**src/rtl/fifo_wr_arbiter.sv**
```systemverilog
// fifo_wr_arbiter: shares the synchronous_fifo write port between NUM_REQ valid/ready requesters.
// Round-robin by default; define ARB_FIXED_PRIO_EN for lowest-index-wins arbitration.
module fifo_wr_arbiter #(
  parameter int NUM_REQ    = 4,
  parameter int DATA_WIDTH = 8,
  parameter int MAX_BURST  = 4
) (
  input  logic                          clk,
  input  logic                          rst_n,
  input  logic [NUM_REQ-1:0]            req_valid,
  input  logic [NUM_REQ-1:0]            req_last,
  input  logic [NUM_REQ*DATA_WIDTH-1:0] req_data,
  output logic [NUM_REQ-1:0]            req_ready,
  input  logic                          fifo_full,
  output logic                          fifo_w_en,
  output logic [DATA_WIDTH-1:0]         fifo_data_in,
  output logic [$clog2(NUM_REQ)-1:0]    grant_id,
  output logic                          busy
);
  localparam int GW = $clog2(NUM_REQ);
  localparam int CW = 4;

  typedef enum logic {IDLE, GRANT} state_t;

  state_t               state, state_nxt;
  logic [GW-1:0]        grant_nxt, rr_ptr, ptr_nxt, winner;
  logic [CW-1:0]        beat_cnt, cnt_nxt;
  logic [2*NUM_REQ-1:0] valid_dbl;
  logic [NUM_REQ-1:0]   valid_rot;
  logic                 found, burst_end;
  logic                 sel_valid, sel_last;
  logic [DATA_WIDTH-1:0] sel_data;

  // Rotate the request vector so bit 0 is the requester at rr_ptr, then take the first set bit.
  always_comb begin
`ifdef ARB_FIXED_PRIO_EN
    valid_dbl = {{NUM_REQ{1'b0}}, req_valid};
`else
    valid_dbl = {req_valid, req_valid} >> rr_ptr;
`endif
    valid_rot = valid_dbl[NUM_REQ-1:0];
    winner    = '0;
    found     = 1'b0;
    for (int k = 0; k < NUM_REQ; k++) begin
      if (!found && valid_rot[k]) begin
        found  = 1'b1;
        winner = GW'((int'(rr_ptr) + k) % NUM_REQ);
      end
    end
  end

  always_comb begin
    sel_valid = 1'b0;
    sel_last  = 1'b0;
    sel_data  = '0;
    req_ready = '0;
    for (int i = 0; i < NUM_REQ; i++) begin
      if (grant_id == GW'(i)) begin
        sel_valid    = req_valid[i];
        sel_last     = req_last[i];
        sel_data     = req_data[i*DATA_WIDTH +: DATA_WIDTH];
        req_ready[i] = busy && !fifo_full;
      end
    end
  end

  assign busy         = (state == GRANT);
  assign fifo_w_en    = busy && sel_valid && !fifo_full;
  assign fifo_data_in = fifo_w_en ? sel_data : '0;

  always_comb begin
    state_nxt = state;
    grant_nxt = grant_id;
    cnt_nxt   = beat_cnt;
    ptr_nxt   = rr_ptr;
    burst_end = 1'b0;
    case (state)
      IDLE: begin
        if (|req_valid) begin
          state_nxt = GRANT;
          grant_nxt = winner;
          cnt_nxt   = '0;
        end
      end
      GRANT: begin
        // A full FIFO with valid still high is a stall: nothing moves.
        if (fifo_w_en) begin
          cnt_nxt   = beat_cnt + 1'b1;
          burst_end = sel_last || (beat_cnt == CW'(MAX_BURST - 1));
        end else begin
          burst_end = !sel_valid;
        end
        if (burst_end) begin
          state_nxt = IDLE;
`ifdef ARB_FIXED_PRIO_EN
          ptr_nxt   = '0;
`else
          ptr_nxt   = GW'((int'(grant_id) + 1) % NUM_REQ);
`endif
        end
      end
      default: state_nxt = IDLE;
    endcase
  end

  always_ff @(posedge clk or negedge rst_n) begin
    if (!rst_n) begin
      state    <= IDLE;
      grant_id <= '0;
      beat_cnt <= '0;
      rr_ptr   <= '0;
    end else begin
      state    <= state_nxt;
      grant_id <= grant_nxt;
      beat_cnt <= cnt_nxt;
      rr_ptr   <= ptr_nxt;
    end
  end

endmodule

```
**config.mk**
```make
export PLATFORM = sky130hd
export DESIGN_NAME = fifo_wr_arbiter
export DESIGN_NICKNAME = d
export VERILOG_FILES = /design/src/rtl/fifo_wr_arbiter.sv
export SDC_FILE = /design/constraint.sdc
export NUM_CORES = 1
export LEC_CHECK = 0
export ABC_AREA = 1
export CORE_ASPECT_RATIO = 0.75
export CORE_MARGIN = 2
export CORE_UTILIZATION = 40
export DETAILED_ROUTE_END_ITERATION = 7
export GPL_TIMING_DRIVEN = 0
export MAX_ROUTING_LAYER = met4
export PLACE_DENSITY_LB_ADDON = 0.15
export SLEW_MARGIN = 20
export SYNTH_ARGS = -nofsm -noshare
export SYNTH_HDL_FRONTEND = slang
export SYNTH_SLANG_ARGS = --single-unit
```
**constraint.sdc**
```tcl
create_clock -name clk -period 2.1 [get_ports clk]
set_input_delay 0.315 -clock clk [delete_from_list [all_inputs] [get_ports clk]]
set_output_delay 0.315 -clock clk [all_outputs]
set_load 0.02 [all_outputs]
```
## Word level (Yosys, flattened, before mapping)

Index checks and enable logic that the tools add are counted.

- Input bits: 43
- Bits in registers: 9
- Word-level logic and storage cells: 66

- Shifts and indexed selects: 1
- $add $sub $neg: 5
- Equality and inequality tests: 6
- Bitwise operators: 1
- Mux-type cells: 32
- Reductions and logical operators: 17

Operators by type and width:

| cell | count |
|---|---|
| two-way mux 8 bit | 5 |
| two-way mux 1 bit | 19 |
| two-way mux 2 bit | 4 |
| two-way mux 4 bit | 2 |
| one-hot mux 4 bit (2 select lines) | 1 |
| right shift 8 x 2 -> 4 bit | 1 |
| logical AND 1 bit | 6 |
| AND reduction 2 bit | 3 |
| zero test 1 bit | 5 |
| adder 2 x 1 -> 2 bit, second input constant | 2 |
| adder 2 bit, second input constant | 2 |
| adder 4 x 1 -> 4 bit, second input constant | 1 |
| equality test 2 bit, second input constant | 2 |
| equality test 4 x 2 -> 1 bit, second input constant | 1 |
| inequality test 2 bit, second input constant | 2 |
| OR reduction 4 bit | 1 |
| equality test 2 x 1 -> 1 bit, second input constant | 1 |
| zero test 2 bit | 1 |
| one-hot mux 1 bit (2 select lines) | 1 |
| logical OR 1 bit | 1 |
| inverter 1 bit | 1 |

## Longest topological paths before layout

Gate-level depths: netlist of the first run.

- Depth in word-level cells: 11
- Mapped depth: 12

## Least setup slack after synthesis of the first run

Ideal clock, no wire load.

- Path type: register to output
- From: reg grant_id[1]
- To: out fifo_data_in[0]
- Path buffers: 1
- Arrival: 1.642 ns
- Data required time: 1.785 ns
- Path slack: 0.143 ns
- Cell stages (with the launch flop): 9
- Path through: dfrtp_1 > inv_1 > ha_1 > inv_1 > o21ai_1 > o21ai_2 > nand3_2 > buf_6 > nor2_1

- Cells in the longest elaborated chain, start to end: 8
- Elaborated cells between the ends (all ways): 15
- Those cells by class: eq/ne: 3; mux: 9; reduce/logical: 3

RTL lines:

| item | RTL line | text |
|---|---|---|
| start, declared | 17 | `output logic [$clog2(NUM_REQ)-1:0] grant_id,` |
| start signal, assigned | 114 | `grant_id <= grant_nxt;` |
| zero test 2 bit | 58 | `if (grant_id == GW'(i)) begin` |
| two-way mux 1 bit (4 in series) | 58 |  |
| logical AND 1 bit (2 in series) | 68 | `assign fifo_w_en = busy && sel_valid && !fifo_full;` |
| two-way mux 8 bit * | 69 | `assign fifo_data_in = fifo_w_en ? sel_data : '0;` |
| end, declared | 16 | `output logic [DATA_WIDTH-1:0] fifo_data_in,` |

Every way passes the cells marked *; elsewhere a longest branch is shown, timed or not.

## Worst setup path after layout of the first run

- From: reg grant_id[0]
- To: out fifo_data_in[2]

Same word-level chain as after synthesis.

==> summary.md, run 1 <==
| Metric | Value |
|---|---|
| Status | `finished with violations` |
| Failing checks | `negative setup slack` |
| Max cap viols | `0` |
| Final core utilization | `0.693` |
| Worst setup EP type | `output port` |
| CP bufs+invs | `4` |
| Post-Syn Nets | `between 200 and 250` |
| Startpoint Class | `flip-flop` |
| Worst Hold Class | `input pin to async pin` |
| Post-Syn Instances | `191` |
| Remaining DRCs | `0` |
| Cts hold-fix bufs | `0` |
| CTS tree | `done` |
| Starting Density | `0.411` |
| # diodes | `0` |
| Tcrit/Tclk final | `1.05` |
| FMAX | `between 400 and 500 MHz` |
| Yosys warns | `0` |
| Skew-Pair Late Insertion Delay | `around 230 ps` |
| Gp weighted congestion | `0.886` |
| Synth unique cells | `24` |
| Commonest non-fill, non-tap cells in the layout | `nand2_1, clkdlybuf4s50_1, nand3_1, inv_1, nor2_1` |
| Largest net degree at the start of global routing | `11` |
| Nets | `308` |
| ANT nets after route | `0` |
| Net Sw Frac | `0.532` |
| Row cnt | `17` |
| Pre-CTS setup slack | `-452 ps` |
| Internal Power | `0.00129 W` |
| Vias in the first global route | `1224` |
| Root Driver | `clkbuf_8` |
| Vias/cell | `4.97` |
| GR Overflow Total | `0` |
| Final setup violation count | `8` |
| Kind of cell adding the most delay to the critical path | `buffers and inverters` |
| Slowest-stage cell, CP | `dfrtp_2` |
| Crit Path Category | `flip-flop to output port` |
| P_leak | `~0.95 nW` |
| Crit-path max FO | `10` |
| PD cells | `1380 nW/um^2` |
| PnR worst setup slack | `-108 ps` |
| Hpwl dp | `2940 um` |
| PortBufs | `58` |
| Slew @ Worst Pin | `408 ps` |
| Slew margin rel. | `0.727` |
| Ports | `59` |
| Clk pwr share | `0.074` |
| Total track usage | `0.226` |
| P&R area growth vs syn | `68.5%` |
| Most common cell after layout, fill and taps aside | `nand2_1` |
| Post-synthesis sequential area ratio | `0.191` |
| H-Tree Depth | `1` |
| Netlist area before placement | `approximately 1200 um^2` |
| Clock buffer depth | `2` |
| Die X | `66.7 um` |
| Flop pwr share | `0.127` |
| Setup TNS | `-489 ps` |
| Drt wl/cell | `13.4 um` |
| Num CTS Buffers | `3` |
| NetSw | `0.00146 W` |
| Core area | `about 2900 um^2` |
| Clock Pin Slew Worst Setup and Hold Paths | `50 ps` |
| DR pass1 iterations | `4` |
| TritonCTS Sinks | `9` |
| Final Hold Viols | `0` |
| Final worst path period need | `about 2200 ps` |
| Seq cells post-synth | `9` |
| Clock skew | `8.00 ps` |
| Syn avg cell area | `6.18 um^2` |
| Arr. time, crit path | `1890 ps` |
| Die ar. | `about 3400 um^2` |
| Crit-path cells | `ha_1 > clkbuf_4 > inv_1 > buf_4 > o211ai_1 > a21oi_4 > buf_6` |
| Crit-path max cell delay | `about 460 ps` |
| Peak supply drop | `approximately 0.95 mV` |
| Layout cells sized above 1 | `0.224` |
| Total Wirelength | `3990 um` |
| DR vias | `1476` |
| RSZ-0062 raised after global routing | `yes` |
| DRT iter0 DRCs | `78` |
| Vert. Die Dim | `51.1 um` |
| Initial antenna violation count | `0` |
| Fin. max-slew vios | `0` |
| First-pass GRT wire length | `5790 um` |
| Logic pwr share | `0.799` |
| CP Data Required Time | `1780 ps` |
==> power groups by stage <==
stage          Combinational, W  Clock [W]  Sequential, W
2_1_floorplan           0.00134          0       0.000354
3_3_place_gp            0.00190          0       0.000338
3_5_place_dp            0.00192          0       0.000340
4_1_cts                 0.00196   0.000207       0.000333
5_1_grt                 0.00242   0.000219       0.000359
6_report                0.00220   0.000203       0.000350
==> state kept, by name (all words and copies together), names as in the netlist <==
| signal | count |
|---|---|
| rr_ptr | 2 |
| busy | 1 |
| grant_id | 2 |
| beat_cnt | 4 |
==> routing by layer <==
layer | vias up | global-route usage | share of wire
met1 | 659 | 0.348 | 0.48
met4 | 0 | 0.0510 | 0.0095
met5 | - | - | 0
met2 | 56 | 0.315 | 0.44
met3 | 4 | 0.0220 | 0.067
li1 | 757 | - | -
==> worst reg2reg max path: cells and delay by family, from the launching register on <==
kind                     cells  cell delay [ps]
flip-flops                   1              460
AO/OA/AOI/OAI                1              100
AND/OR/NAND/NOR              8              630
adder cells (fa/ha/maj)      1              130
buffers and inverters        3              330
==> layout make-up <==
class	instances	area (um^2)
multi-input combinational	156	905
fill	258	881
clock buffer	4	45.0
sequential	9	226
tap	38	47.5
inverter	19	73.8
timing repair buffer	64	628
buffer	7	65.1
==> cell usage after synthesis <==
| master | number | share of area |
|---|---|---|
| a21oi_1 | 3 | 0.013 |
| a21oi_2 | 7 | 0.052 |
| a22oi_1 | 1 | 0.0064 |
| buf_2 | 4 | 0.017 |
| buf_6 | 3 | 0.029 |
| dfrtp_1 | 9 | 0.19 |
| ha_1 | 5 | 0.053 |
| inv_1 | 16 | 0.051 |
| inv_2 | 3 | 0.0095 |
| nand2_1 | 68 | 0.22 |
| nand2_2 | 6 | 0.032 |
| nand2_4 | 1 | 0.0095 |
| nand3_1 | 26 | 0.11 |
| nand3_2 | 2 | 0.017 |
| nand4_1 | 2 | 0.011 |
| nor2_1 | 15 | 0.048 |
| nor2_2 | 2 | 0.011 |
| nor2_4 | 1 | 0.0095 |
| nor2_8 | 1 | 0.017 |
| o211ai_1 | 9 | 0.057 |
| o21ai_0 | 2 | 0.0085 |
| o21ai_1 | 1 | 0.0042 |
| o21ai_2 | 1 | 0.0074 |
| xor2_1 | 3 | 0.022 |
==> metrics by stage <==
step | cells | power [W] | area (um^2) | hold slack, ps
finish | 297 | 0.00275 | 1990 | 374
global route | 297 | 0.00300 | 1990 | 415
floorplan | 191 | 0.00169 | 1180 | 19.4
CTS | 294 | 0.00250 | 1860 | 393
detailed placement | 287 | 0.00226 | 1810 | 530
global placement | 287 | 0.00224 | 1810 | 523
==> logic make-up after synthesis <==
kind of cell | share of synthesized area
XOR/XNOR | 0.0222
adder cells (fa/ha/maj) | 0.0530
flip-flops | 0.191
AND/OR/NAND/NOR | 0.480
buffers and inverters | 0.106
AO/OA/AOI/OAI | 0.148
==> worst paths after layout <==
path | startpoint | end | slack, ps | cells after the start
min in group clk | beat_cnt[1]$_DFFE_PN0P_ | beat_cnt[1]$_DFFE_PN0P_ | 540 | 2
max in group asynchronous | rst_n | grant_id[0]$_DFFE_PN0P_ | 1410 | 1
setup reg to reg | grant_id[0]$_DFFE_PN0P_ | rr_ptr[1]$_DFFE_PN0P_ | 380 | 13
hold / removal | rst_n | beat_cnt[1]$_DFFE_PN0P_ | 370 | 1
setup / recovery | grant_id[0]$_DFFE_PN0P_ | fifo_data_in[2] | -110 | 7
hold reg to reg | beat_cnt[1]$_DFFE_PN0P_ | beat_cnt[1]$_DFFE_PN0P_ | 540 | 2
==> what timing repair did <==
| action | 4_1_cts | 5_1_grt |
|---|---|---|
| gates cloned | 0 | 1 |
| setup buffers | 3 | 2 |
| setup endpoints to repair | 13 | 11 |
| pin swaps | 1 | 3 |
| resized for setup | 50 | 27 |
No activity file was read; power rests on OpenSTA's default activity.
==> run 2: changes to the inputs <==
--- a/config.mk
+++ b/config.mk
@@ -8,8 +8,9 @@
 export ABC_AREA = 1
 export CORE_ASPECT_RATIO = 0.75
 export CORE_MARGIN = 2
-export CORE_UTILIZATION = 40
+export CORE_UTILIZATION = 45
 export DETAILED_ROUTE_END_ITERATION = 7
+export DONT_BUFFER_PORTS = 1
 export GPL_TIMING_DRIVEN = 0
 export MAX_ROUTING_LAYER = met4
 export PLACE_DENSITY_LB_ADDON = 0.15
==> summary.md, run 2 (synthesized netlist as in run 1, its figures left out) <==
| Metric | Value |
|---|---|
| Nets | `254 (was 308)` |
| P&R area growth vs syn | `24.5% (was 68.5%)` |
| Multi-input logic area | `947 um^2 (was 905 um^2)` |
| RSZ-0062 raised after global routing | `yes (unchanged)` |
| Slew @ Worst Pin | `402 ps (was 408 ps)` |
| CTS tree | `done (unchanged)` |
| Ports | `59 (unchanged)` |
| Total track usage | `0.212 (was 0.226)` |
| Crit Path Category | `flip-flop to output port (unchanged)` |
| Final setup violation count | `8 (unchanged)` |
| Kind of cell adding the most delay to the critical path | `flip-flops (was buffers and inverters)` |
| Setup TNS | `-794 ps (was -489 ps)` |
| Hold-critical path depth | `4` |
| CP Data Required Time | `1780 ps (about the same)` |
| Clock Pin Slew Worst Setup and Hold Paths | `50 ps (about the same)` |
| Starting Density | `0.465 (was 0.411)` |
| TritonCTS Sinks | `9 (unchanged)` |
| Final core utilization | `0.578 (was 0.693)` |
| Num CTS Buffers | `3 (unchanged)` |
| Storage cell area | `228 um^2 (was 226 um^2)` |
| Core area | `2540 um^2 (was 2870 um^2)` |
| # diodes | `0 (unchanged)` |
| ANT nets after route | `0 (unchanged)` |
| DR pass1 iterations | `4 (unchanged)` |
| H-Tree Depth | `1 (unchanged)` |
| Worst Hold Class | `input pin to flip-flop (was input pin to async pin)` |
| Final worst path period need | `2220 ps (was 2210 ps)` |
| Total Power | `0.00253 W (was 0.00275 W)` |
| PD cells | `1720 nW/um^2 (was 1380 nW/um^2)` |
| FMAX | `451 MHz (was 453 MHz)` |
| Vias in the first global route | `1222 (was 1224)` |
| Largest net degree at the start of global routing | `11 (unchanged)` |
| Fillers | `267 (was 258)` |
| Worst Hold Endpoint | `rr_ptr[0]$_DFFE_PN0P_` |
| Fin. max-slew vios | `0 (unchanged)` |
| PnR worst setup slack | `-118 ps (was -108 ps)` |
| HP Start | `fifo_full` |
| Worst setup EP type | `output port (unchanged)` |
| Regs by FF count | `beat_cnt (4), grant_id (2), rr_ptr (2) (unchanged)` |
| Root Driver | `clkbuf_4 (was clkbuf_8)` |
| Design area | `1470 um^2 (was 1990 um^2)` |
| Initial antenna violation count | `0 (unchanged)` |
| Tcrit/Tclk final | `1.06 (was 1.05)` |
| CP bufs+invs | `2 (was 4)` |
| Hpwl dp | `2450 um (was 2940 um)` |
| Final Hold Viols | `0 (unchanged)` |
| Startpoint Class | `flip-flop (unchanged)` |
| Max reg flops | `4 (unchanged)` |
| Row cnt | `16 (was 17)` |
| Slew margin rel. | `0.731 (was 0.727)` |
| Vias/cell | `5.30 (was 4.97)` |
| Total Wirelength | `3170 um (was 3990 um)` |
| Layout cells sized above 1 | `0.268 (was 0.224)` |
| Arr. time, crit path | `1900 ps (was 1890 ps)` |
| Crit-path max cell delay | `500 ps (was 460 ps)` |
| Clock buffer depth | `2 (unchanged)` |
| Largest reg by FF count | `beat_cnt (unchanged)` |
| Crit-path max FO | `5 (was 10)` |
| Slowest-stage cell, CP | `dfrtp_2 (unchanged)` |
| Skew-Pair Late Insertion Delay | `260 ps (was 230 ps)` |
| First-pass GRT wire length | `5120 um (was 5790 um)` |
| Clock skew | `6.28 ps (was 8.00 ps)` |
| GR Overflow Total | `0 (unchanged)` |
| Hold slack | `349 ps (was 374 ps)` |
| DR vias | `1277 (was 1476)` |
| Remaining DRCs | `0 (unchanged)` |
| Die X | `63.2 um (was 66.7 um)` |
| Failing checks | `negative setup slack (unchanged)` |
| Die ar. | `3050 um^2 (was 3410 um^2)` |
| Drt wl/cell | `13.1 um (was 13.4 um)` |
| R2R Setup Slk | `280 ps (was 380 ps)` |
| PortBufs | `0 (was 58)` |
| DRT iter0 DRCs | `49 (was 78)` |
| Crit-path cells | `inv_4 > ha_4 > clkinvlp_4 > nor2_8 > nand2_2 > nand3_2 > o211ai_1 > a21oi_4 (was ha_1 > clkbuf_4 > inv_1 > buf_4 > o211ai_1 > a21oi_4 > buf_6)` |
| Placed cell area | `1230 um^2 (was 1810 um^2)` |
| Reg-to-Reg Start | `grant_id[0]$_DFFE_PN0P_ (unchanged)` |
| Worst R2R Path Depth | `12 (was 13)` |
| Worst R2R End | `rr_ptr[1]$_DFFE_PN0P_ (unchanged)` |
| Status | `finished with violations (unchanged)` |
| Peak supply drop | `0.766 mV (was 0.947 mV)` |
| P_leak | `0.685 nW (was 0.946 nW)` |
| Gp weighted congestion | `0.817 (was 0.886)` |
| Vert. Die Dim | `48.4 um (was 51.1 um)` |
| Commonest non-fill, non-tap cells in the layout | `nand2_1, nand3_1, nor2_1, inv_1, o211ai_1 (was nand2_1, clkdlybuf4s50_1, nand3_1, inv_1, nor2_1)` |
| Most common cell after layout, fill and taps aside | `nand2_1 (unchanged)` |
| Max cap viols | `0 (unchanged)` |
[run 2: cell types whose count changed in the layout (fill, tap and decap cells not counted), moves of 2 or more]
cell / previous run / this run
buf_4: 10 / 8
inv_1: 14 / 12
a21oi_2: 4 / 0
nor2_4: 1 / 3
nand3_2: 1 / 3
buf_6: 7 / 4
clkdlybuf4s50_1: 45 / 0
a21oi_4: 3 / 7
clkbuf_8: 3 / 0
clkbuf_4: 1 / 3
o21ai_1: 1 / 3
dlygate4sd2_1: 3 / 0
clkinvlp_4: 0 / 2
[run 2: tightest hold or removal path, cell delays in order]
cell     delay, ps
nor2_2          40
nand2_2         80
nand3_1         60
nand2_1         70
[run 2: routing by layer]
layer	wire, um	up-vias	track usage
li1	-	651	-
met1	1400	582	0.245
met2	1510	44	0.371
met3	253	0	0.0651
met4	0	0	0.0296
met5	0	-	-
[run 2: cell type report]
class,count,area share
Multi-Input combinational cell,157,0.644
Sequential cell,9,0.155
Inverter,19,0.0570
Timing Repair Buffer,9,0.0502
Buffer,7,0.0451
Tap cell,36,0.0306
Clock buffer,4,0.0179
[run 2: report_power, final]
| group | leakage (nW) | internal (W) | switching, W |
|---|---|---|---|
| combinational | 0.559 | 0.000768 | 0.00123 |
| sequential | 0.111 | 0.000256 | 0.000145 |
| clock | 0.0150 | 0.0000728 | 0.0000544 |
| total | 0.685 | 0.00110 | 0.00143 |
[run 2: what timing repair did]
item / CTS / global route
endpoints found under the setup margin: 11 / 11
hold endpoints to repair: 9 / 0
resized for setup: 19 / 15
buffers inserted: 3 / 5
pin swaps: 3 / 8
cloned: 0 / 1
hold buffers: 1 / 0
[run 2: how the worst max path moves through the flow]
| stage | from | to | slack [ps] | depth (start not counted) |
|---|---|---|---|---|
| after floorplan | grant_id[1]$_DFFE_PN0P_ | fifo_data_in[0] | 140 | 8 |
| after global placement | grant_id[1]$_DFFE_PN0P_ | fifo_data_in[0] | -50 | 8 |
| after detailed placement | grant_id[1]$_DFFE_PN0P_ | fifo_data_in[0] | -90 | 8 |
| after CTS | grant_id[0]$_DFFE_PN0P_ | fifo_data_in[5] | -120 | 9 |
| after global routing | grant_id[1]$_DFFE_PN0P_ | fifo_data_in[4] | -220 | 9 |
| final | grant_id[1]$_DFFE_PN0P_ | fifo_data_in[6] | -120 | 8 |
[run 2: stage by stage]
stage	setup WS (ps)	instances
5_1_grt	-223	241
2_1_floorplan	143	191
6_report	-118	241
3_5_place_dp	-93.6	227
3_3_place_gp	-47.4	227
4_1_cts	-119	235
==> run 3: changes to the inputs <==
--- a/config.mk
+++ b/config.mk
@@ -18,3 +18,4 @@
 export SYNTH_ARGS = -nofsm -noshare
 export SYNTH_HDL_FRONTEND = slang
 export SYNTH_SLANG_ARGS = --single-unit
+export TNS_END_PERCENT = 1
==> summary.md, run 3 (synthesized netlist as in run 1, its figures left out) <==
| Metric | Value |
|---|---|
| Hpwl dp | `2450 um (unchanged)` |
| Kind of cell adding the most delay to the critical path | `flip-flops (unchanged)` |
| CTS tree | `done (unchanged)` |
| Root Driver | `clkbuf_4 (unchanged)` |
| Status | `finished with violations (unchanged)` |
| Crit Path Category | `flip-flop to output port (unchanged)` |
| DR pass1 iterations | `5 (was 4)` |
| CP bufs+invs | `2 (unchanged)` |
| Arr. time, crit path | `1900 ps (about the same)` |
| Drt wl/cell | `13.0 um (was 13.1 um)` |
| Worst setup EP type | `output port (unchanged)` |
| Total Power | `0.00244 W (was 0.00253 W)` |
| Slowest-stage cell, CP | `dfrtp_2 (unchanged)` |
| Placed cell area | `1230 um^2 (unchanged)` |
| Crit-path max FO | `5 (unchanged)` |
| Clock buffer depth | `2 (unchanged)` |
| Starting Density | `0.465 (unchanged)` |
| Startpoint Class | `flip-flop (unchanged)` |
| Vias in the first global route | `1214 (was 1222)` |
| Skew-Pair Late Insertion Delay | `260 ps (about the same)` |
| Num CTS Buffers | `3 (unchanged)` |
| Design area | `1430 um^2 (was 1470 um^2)` |
| Worst Hold Endpoint | `busy$_DFF_PN0_ (was rr_ptr[0]$_DFFE_PN0P_)` |
| GR Overflow Total | `0 (unchanged)` |
| H-Tree Depth | `1 (unchanged)` |
| Die X | `63.2 um (unchanged)` |
| Vias/cell | `5.30 (about the same)` |
| Tcrit/Tclk final | `1.06 (about the same)` |
| HP Start | `req_valid[2] (was fifo_full)` |
| Vert. Die Dim | `48.4 um (unchanged)` |
| R2R Setup Slk | `340 ps (was 280 ps)` |
| Max cap viols | `0 (unchanged)` |
| First-pass GRT wire length | `5110 um (was 5120 um)` |
| Largest net degree at the start of global routing | `11 (unchanged)` |
| Regs by FF count | `beat_cnt (4), grant_id (2), rr_ptr (2) (unchanged)` |
| Commonest non-fill, non-tap cells in the layout | `nand2_1, nand3_1, nor2_1, inv_1, o211ai_1 (unchanged)` |
| Final worst path period need | `2220 ps (about the same)` |
| Most common cell after layout, fill and taps aside | `nand2_1 (unchanged)` |
| DRT iter0 DRCs | `50 (was 49)` |
| PortBufs | `0 (unchanged)` |
| PD cells | `1710 nW/um^2 (was 1720 nW/um^2)` |
| Slew @ Worst Pin | `402 ps (about the same)` |
| Die ar. | `3050 um^2 (unchanged)` |
| PnR worst setup slack | `-119 ps (was -118 ps)` |
| Gp weighted congestion | `0.817 (unchanged)` |
| Max reg flops | `4 (unchanged)` |
| Ports | `59 (unchanged)` |
| Crit-path max cell delay | `500 ps (about the same)` |
| Hold-critical path depth | `4 (unchanged)` |
| Hold slack | `345 ps (was 349 ps)` |
| Worst R2R Path Depth | `12 (unchanged)` |
| Failing checks | `negative setup slack (unchanged)` |
| Crit-path cells | `inv_4 > ha_4 > clkinvlp_4 > nor2_8 > nand2_2 > nand3_2 > o211ai_1 > a21oi_4 (unchanged)` |
| CP Data Required Time | `1780 ps (about the same)` |
| Clock skew | `6.15 ps (was 6.28 ps)` |
| Reg-to-Reg Start | `grant_id[0]$_DFFE_PN0P_ (unchanged)` |
| Peak supply drop | `0.707 mV (was 0.766 mV)` |
| Clock Pin Slew Worst Setup and Hold Paths | `50 ps (about the same)` |
| DR vias | `1250 (was 1277)` |
| Final Hold Viols | `0 (unchanged)` |
| P_leak | `0.658 nW (was 0.685 nW)` |
| Nets | `249 (was 254)` |
| ANT nets after route | `0 (unchanged)` |
| Core area | `2540 um^2 (unchanged)` |
| Slew margin rel. | `0.731 (about the same)` |
| Fin. max-slew vios | `0 (unchanged)` |
| Initial antenna violation count | `0 (unchanged)` |
| Total Wirelength | `3080 um (was 3170 um)` |
| FMAX | `451 MHz (about the same)` |
| P&R area growth vs syn | `20.9% (was 24.5%)` |
| Row cnt | `16 (unchanged)` |
| Layout cells sized above 1 | `0.250 (was 0.268)` |
| Remaining DRCs | `0 (unchanged)` |
| Largest reg by FF count | `beat_cnt (unchanged)` |
| Total track usage | `0.211 (was 0.212)` |
| RSZ-0062 raised after global routing | `yes (unchanged)` |
| # diodes | `0 (unchanged)` |
| Worst R2R End | `rr_ptr[1]$_DFFE_PN0P_ (unchanged)` |
| Final setup violation count | `8 (unchanged)` |
| Worst Hold Class | `input pin to flip-flop (unchanged)` |
| TritonCTS Sinks | `9 (unchanged)` |
==> run 3: layout make-up <==
class	instances	area [um^2]
plain buffers	7	65.1
inverters	19	83.8
fillers	269	1110
repair buffers	4	32.5
flip-flops and latches	9	228
clock buffers	4	26.3
well taps	36	45.0
multi-input cells	157	947
==> run 3: layer usage <==
layer  routed length [um]  vias up  share of wire  track usage
met5                    0        -              0            -
li1                     -      641              -            -
met4                    0        0              0       0.0296
met2                 1430       43           0.46        0.367
met1                 1420      566           0.46        0.246
met3                  225        0          0.073       0.0651
==> run 3: worst max-delay path by stage <==
stage / from / end / depth (start not counted)
floorplan: grant_id[1]$_DFFE_PN0P_ / fifo_data_in[0] / 8
global placement: grant_id[1]$_DFFE_PN0P_ / fifo_data_in[0] / 8
detailed placement: grant_id[1]$_DFFE_PN0P_ / fifo_data_in[0] / 8
CTS: grant_id[0]$_DFFE_PN0P_ / fifo_data_in[5] / 9
global route: grant_id[0]$_DFFE_PN0P_ / fifo_data_in[6] / 8
finish: grant_id[0]$_DFFE_PN0P_ / fifo_data_in[6] / 8
==> run 3: where the power goes <==
| part | switching (W) | leakage [nW] | internal (W) |
|---|---|---|---|
| clock | 0.0000548 | 0.0150 | 0.0000728 |
| combinational | 0.00121 | 0.532 | 0.000699 |
| sequential | 0.000145 | 0.111 | 0.000256 |
| total | 0.00141 | 0.658 | 0.00103 |
==> run 3: metrics by stage <==
stage	instances	utilization	worst slack (ps)	TNS, ps
final	236	0.562	-119	-665
after global routing	236	0.562	-219	-1670
after CTS	234	0.536	-121	-911
after detailed placement	227	0.482	-93.6	-143
after global placement	227	0.482	-47.4	-47.4
after floorplan	191	-	143	0
==> run 3: what timing repair did <==
| item | in CTS | in global routing |
|---|---|---|
| pin swaps | 3 | 7 |
| hold buffers | 1 | 0 |
| endpoints found under the hold margin | 9 | 0 |
| resized for setup | 19 | 12 |
| gates cloned | 0 | 1 |
| setup buffers | 2 | 1 |
| endpoints found under the setup margin | 11 | 11 |
==> run 3: tightest hold or removal path, cell delays in order <==
cell     delay [ps]
inv_1            30
nand4_1          90
nor2_1           50
nor2_1           80
==> RTL change 1: new RTL, flow settings as in run 2 <==
Build with the macro `ARB_FIXED_PRIO_EN` defined.
--- a/src/rtl/fifo_wr_arbiter.sv
+++ b/src/rtl/fifo_wr_arbiter.sv
@@ -1,5 +1,7 @@
 // fifo_wr_arbiter: shares the synchronous_fifo write port between NUM_REQ valid/ready requesters.
 // Round-robin by default; define ARB_FIXED_PRIO_EN for lowest-index-wins arbitration.
+`define ARB_FIXED_PRIO_EN
+
 module fifo_wr_arbiter #(
   parameter int NUM_REQ    = 4,
   parameter int DATA_WIDTH = 8,
Formal check against the unedited RTL: not equivalent (Yosys sat finds a counterexample within 4 cycles, from zero or initial values and one cycle with rst_n low).
==> RTL change 1 against run 2 <==
  * Total power fell by 44%
  * Routed wire length fell by 30%
  * Sequential cell count fell by 2
  * Setup slack improved by 160 ps
  * Highest routed layer is now met4
  * Core utilization rose by 4.1 points
  * Synthesized area fell by 36%
  * Sequential share of layout area rose by 3.5 points
  * Fmax rose by 7.8%
  * Largest cell class unchanged
  * Final area fell by 35%
==> RTL change 1: results (changes against run 2) <==
| Metric | Value |
|---|---|
| Status | `completed (was finished, violations left)` |
| WL met2 | `1.02 mm (was 1.51 mm)` |
| Crit path to | `req_ready[1] (was fifo_data_in[6])` |
| Crit path DAT | `1740 ps (was 1900 ps)` |
| Fin util | `0.619 (was 0.578)` |
| Sink Count | `7 (was 9)` |
| Power share of the combinational group | `0.683 (was 0.791)` |
| Synth top area cells | `dfrtp_1, nand2_1, o21ai_0, inv_1, nor2_1 (was nand2_1, dfrtp_1, nand3_1, o211ai_1, ha_1)` |
| Worst setup slack after placement | `29.8 ps (was -93.6 ps)` |
| Routability cong. | `0.820 (was 0.817)` |
| Post-route setup slack | `42.1 ps (was -118 ps)` |
| Fraction of area in multi-input gates | `0.613 (was 0.644)` |
| Slowest CP cell | `nor3_1 (was dfrtp_2)` |
| FF-to-FF path depth | `8 (was 12)` |
| Setup Skew | `7.63 ps (was 6.28 ps)` |
| GR Util met1 | `0.251 (was 0.245)` |
| Crit path launch | `busy (was grant_id[1])` |
| Max Used Layer | `met4 (was met3)` |
| Vias in the first global route | `781 (was 1222)` |
| Vias after detailed routing | `903 (was 1277)` |
| Post-CTS Setup Bufs | `0 (was 3)` |
| Grt met3 use | `0.0725 (was 0.0651)` |
| Post-Syn Area per Cell | `5.68 µm² (was 6.18 µm²)` |
| Inst Count DP | `154 (was 227)` |
| Power density cells | `1500 mW/mm² (was 1720 mW/mm²)` |
| Filler cells | `146 (was 267)` |
==> RTL change 1: changes by cell type after synthesis, moves of 5 or more <==
cell | run 2 | this run
a21oi_2 | 7 | 0
o21ai_0 | 2 | 12
nand2_1 | 68 | 41
a21oi_1 | 3 | 8
nand3_1 | 26 | 11
o211ai_1 | 9 | 2
==> RTL change 1: how the worst min path moves through the flow <==
stage | startpoint | to | cells past startpoint
after floorplan | rst_n | beat_cnt[0] | 0
after global placement | rst_n | beat_cnt[2] | 0
after detailed placement | rst_n | beat_cnt[2] | 0
after CTS | req_valid[0] | grant_id[0] | 1
after global routing | req_valid[0] | grant_id[0] | 1
final | req_valid[0] | grant_id[0] | 1
==> RTL change 1: cell families after synthesis <==
logic type,after synthesis,synth area share
DFF,7,0.232
and+or+nand+nor,77,0.435
xor gates and xnor gates,2,0.0232
adders and majority gates,1,0.0166
buffers and inverters,21,0.118
AOI/OAI and AO/OA,25,0.176
==> RTL change 2: new RTL, config.mk and constraints of run 2 <==
Made on the original files. Make the reset (`rst_n`) synchronous in one clocked block.
--- a/src/rtl/fifo_wr_arbiter.sv
+++ b/src/rtl/fifo_wr_arbiter.sv
@@ -103,7 +103,7 @@
     endcase
   end
 
-  always_ff @(posedge clk or negedge rst_n) begin
+  always_ff @(posedge clk) begin
     if (!rst_n) begin
       state    <= IDLE;
       grant_id <= '0;
Behaviour: differs if rst_n is asserted again (counterexample within 4 cycles, from zero or initial values and one cycle with rst_n low); with rst_n held inactive, the same outputs for 4 cycles.
==> RTL change 2 against run 2 <==
  * The run still ends with setup timing left
  * Sequential cell count unchanged
  * Total power fell by 21%
  * Routed wire length fell by 4.8%
  * Setup slack better by 100 ps
  * Hold slack got worse by 170 ps
  * Sequential share of layout area shrank 1.3 points
  * Synthesized area fell by 9.2%
  * Final area fell by 10%
  * Critical endpoint is now fifo_data_in[7]
  * Highest routed layer is now met4
==> RTL change 2: results (changes against run 2) <==
| Metric | Value |
|---|---|
| Status | `finished, violations left (unchanged)` |
| Failing checks | `setup timing (unchanged)` |
| Worst slew pin tran | `388 ps (was 402 ps)` |
| FF-to-FF End | `beat_cnt[3] (was rr_ptr[1])` |
| Routed wire length | `3.01 mm (was 3.17 mm)` |
| Crit path to | `fifo_data_in[7] (was fifo_data_in[6])` |
| GR Util met1 | `0.264 (was 0.245)` |
| Post-synthesis cell type count | `19 (was 24)` |
| Iter 0 DRT Violations | `36 (was 49)` |
| Hold Path Depth | `2 (was 4)` |
| Crit path DAT | `1800 ps (was 1900 ps)` |
| Fin nets | `255 (was 254)` |
| Grt met3 use | `0.0281 (was 0.0651)` |
| Vias after detailed routing | `1292 (was 1277)` |
| Per-cell routed wire length | `12.6 µm (was 13.1 µm)` |
| FF-to-FF path depth | `11 (was 12)` |
| Met2 Usage GRT | `0.326 (was 0.371)` |
| Filler cells | `224 (was 267)` |
| Vias in the first global route | `1000 (was 1222)` |
| Crit path launch | `grant_id[1] (unchanged)` |
| Met3 WL | `231 µm (was 253 µm)` |
| Setup_tns | `-21.8 ps (was -794 ps)` |
| Setup Viol. Count Final | `3 (was 8)` |
| Slowest CP cell | `dfxtp_4 (was dfrtp_2)` |
| Post-route setup slack | `-13.0 ps (was -118 ps)` |
| Ys flop type | `dfxtp_1 (was dfrtp_1)` |
| First-pass GRT wire length | `4.15 mm (was 5.12 mm)` |
| Placed inst area | `0.00111 mm² (was 0.00123 mm²)` |
RTL change 2: cell types whose count changed after synthesis, moves of 3 or more:
cell | before | now
a21oi_1 | 3 | 30
nand2_1 | 68 | 49
nor2_1 | 15 | 26
dfrtp_1 | 9 | 0
dfxtp_1 | 0 | 9
o211ai_1 | 9 | 0
o21ai_0 | 2 | 11
a21oi_2 | 7 | 2
inv_1 | 16 | 21
nand2_2 | 6 | 1
inv_2 | 3 | 0
RTL change 2: power groups by stage:
stage	clock, mW	sequential (mW)	combinational, mW
final	0.132	0.328	1.53
after global routing	0.143	0.340	1.70
after CTS	0.133	0.318	1.38
after detailed placement	0	0.309	1.24
after global placement	0	0.307	1.21
after floorplan	0	0.290	1.05
RTL change 2: through the flow:
step / utilization / hold slack, ps
2_1_floorplan: - / 435
3_3_place_gp: 0.491 / 441
3_5_place_dp: 0.491 / 447
4_1_cts: 0.537 / 178
5_1_grt: 0.582 / 180
6_report: 0.582 / 177
RTL change 2: cells by family (layout without fill, tap and decap cells):
| logic type | after synthesis | count (layout) | share of synthesized area |
|---|---|---|---|
| flip-flops | 9 | 9 | 0.168 |
| adder cells (fa/ha/maj) | 5 | 5 | 0.0583 |
| AND/OR/NAND/NOR | 104 | 104 | 0.405 |
| XOR/XNOR | 1 | 1 | 0.00817 |
| AO/OA/AOI/OAI | 46 | 46 | 0.228 |
| buffers and inverters | 29 | 41 | 0.133 |
RTL change 2: final cells by class:
cell class,instances,area share
Inverter,21,0.0616
Buffer,8,0.0568
Multi-Input combinational cell,156,0.627
Timing Repair Buffer,8,0.0606
Tap cell,34,0.0322
Sequential cell,9,0.142
Clock buffer,4,0.0199
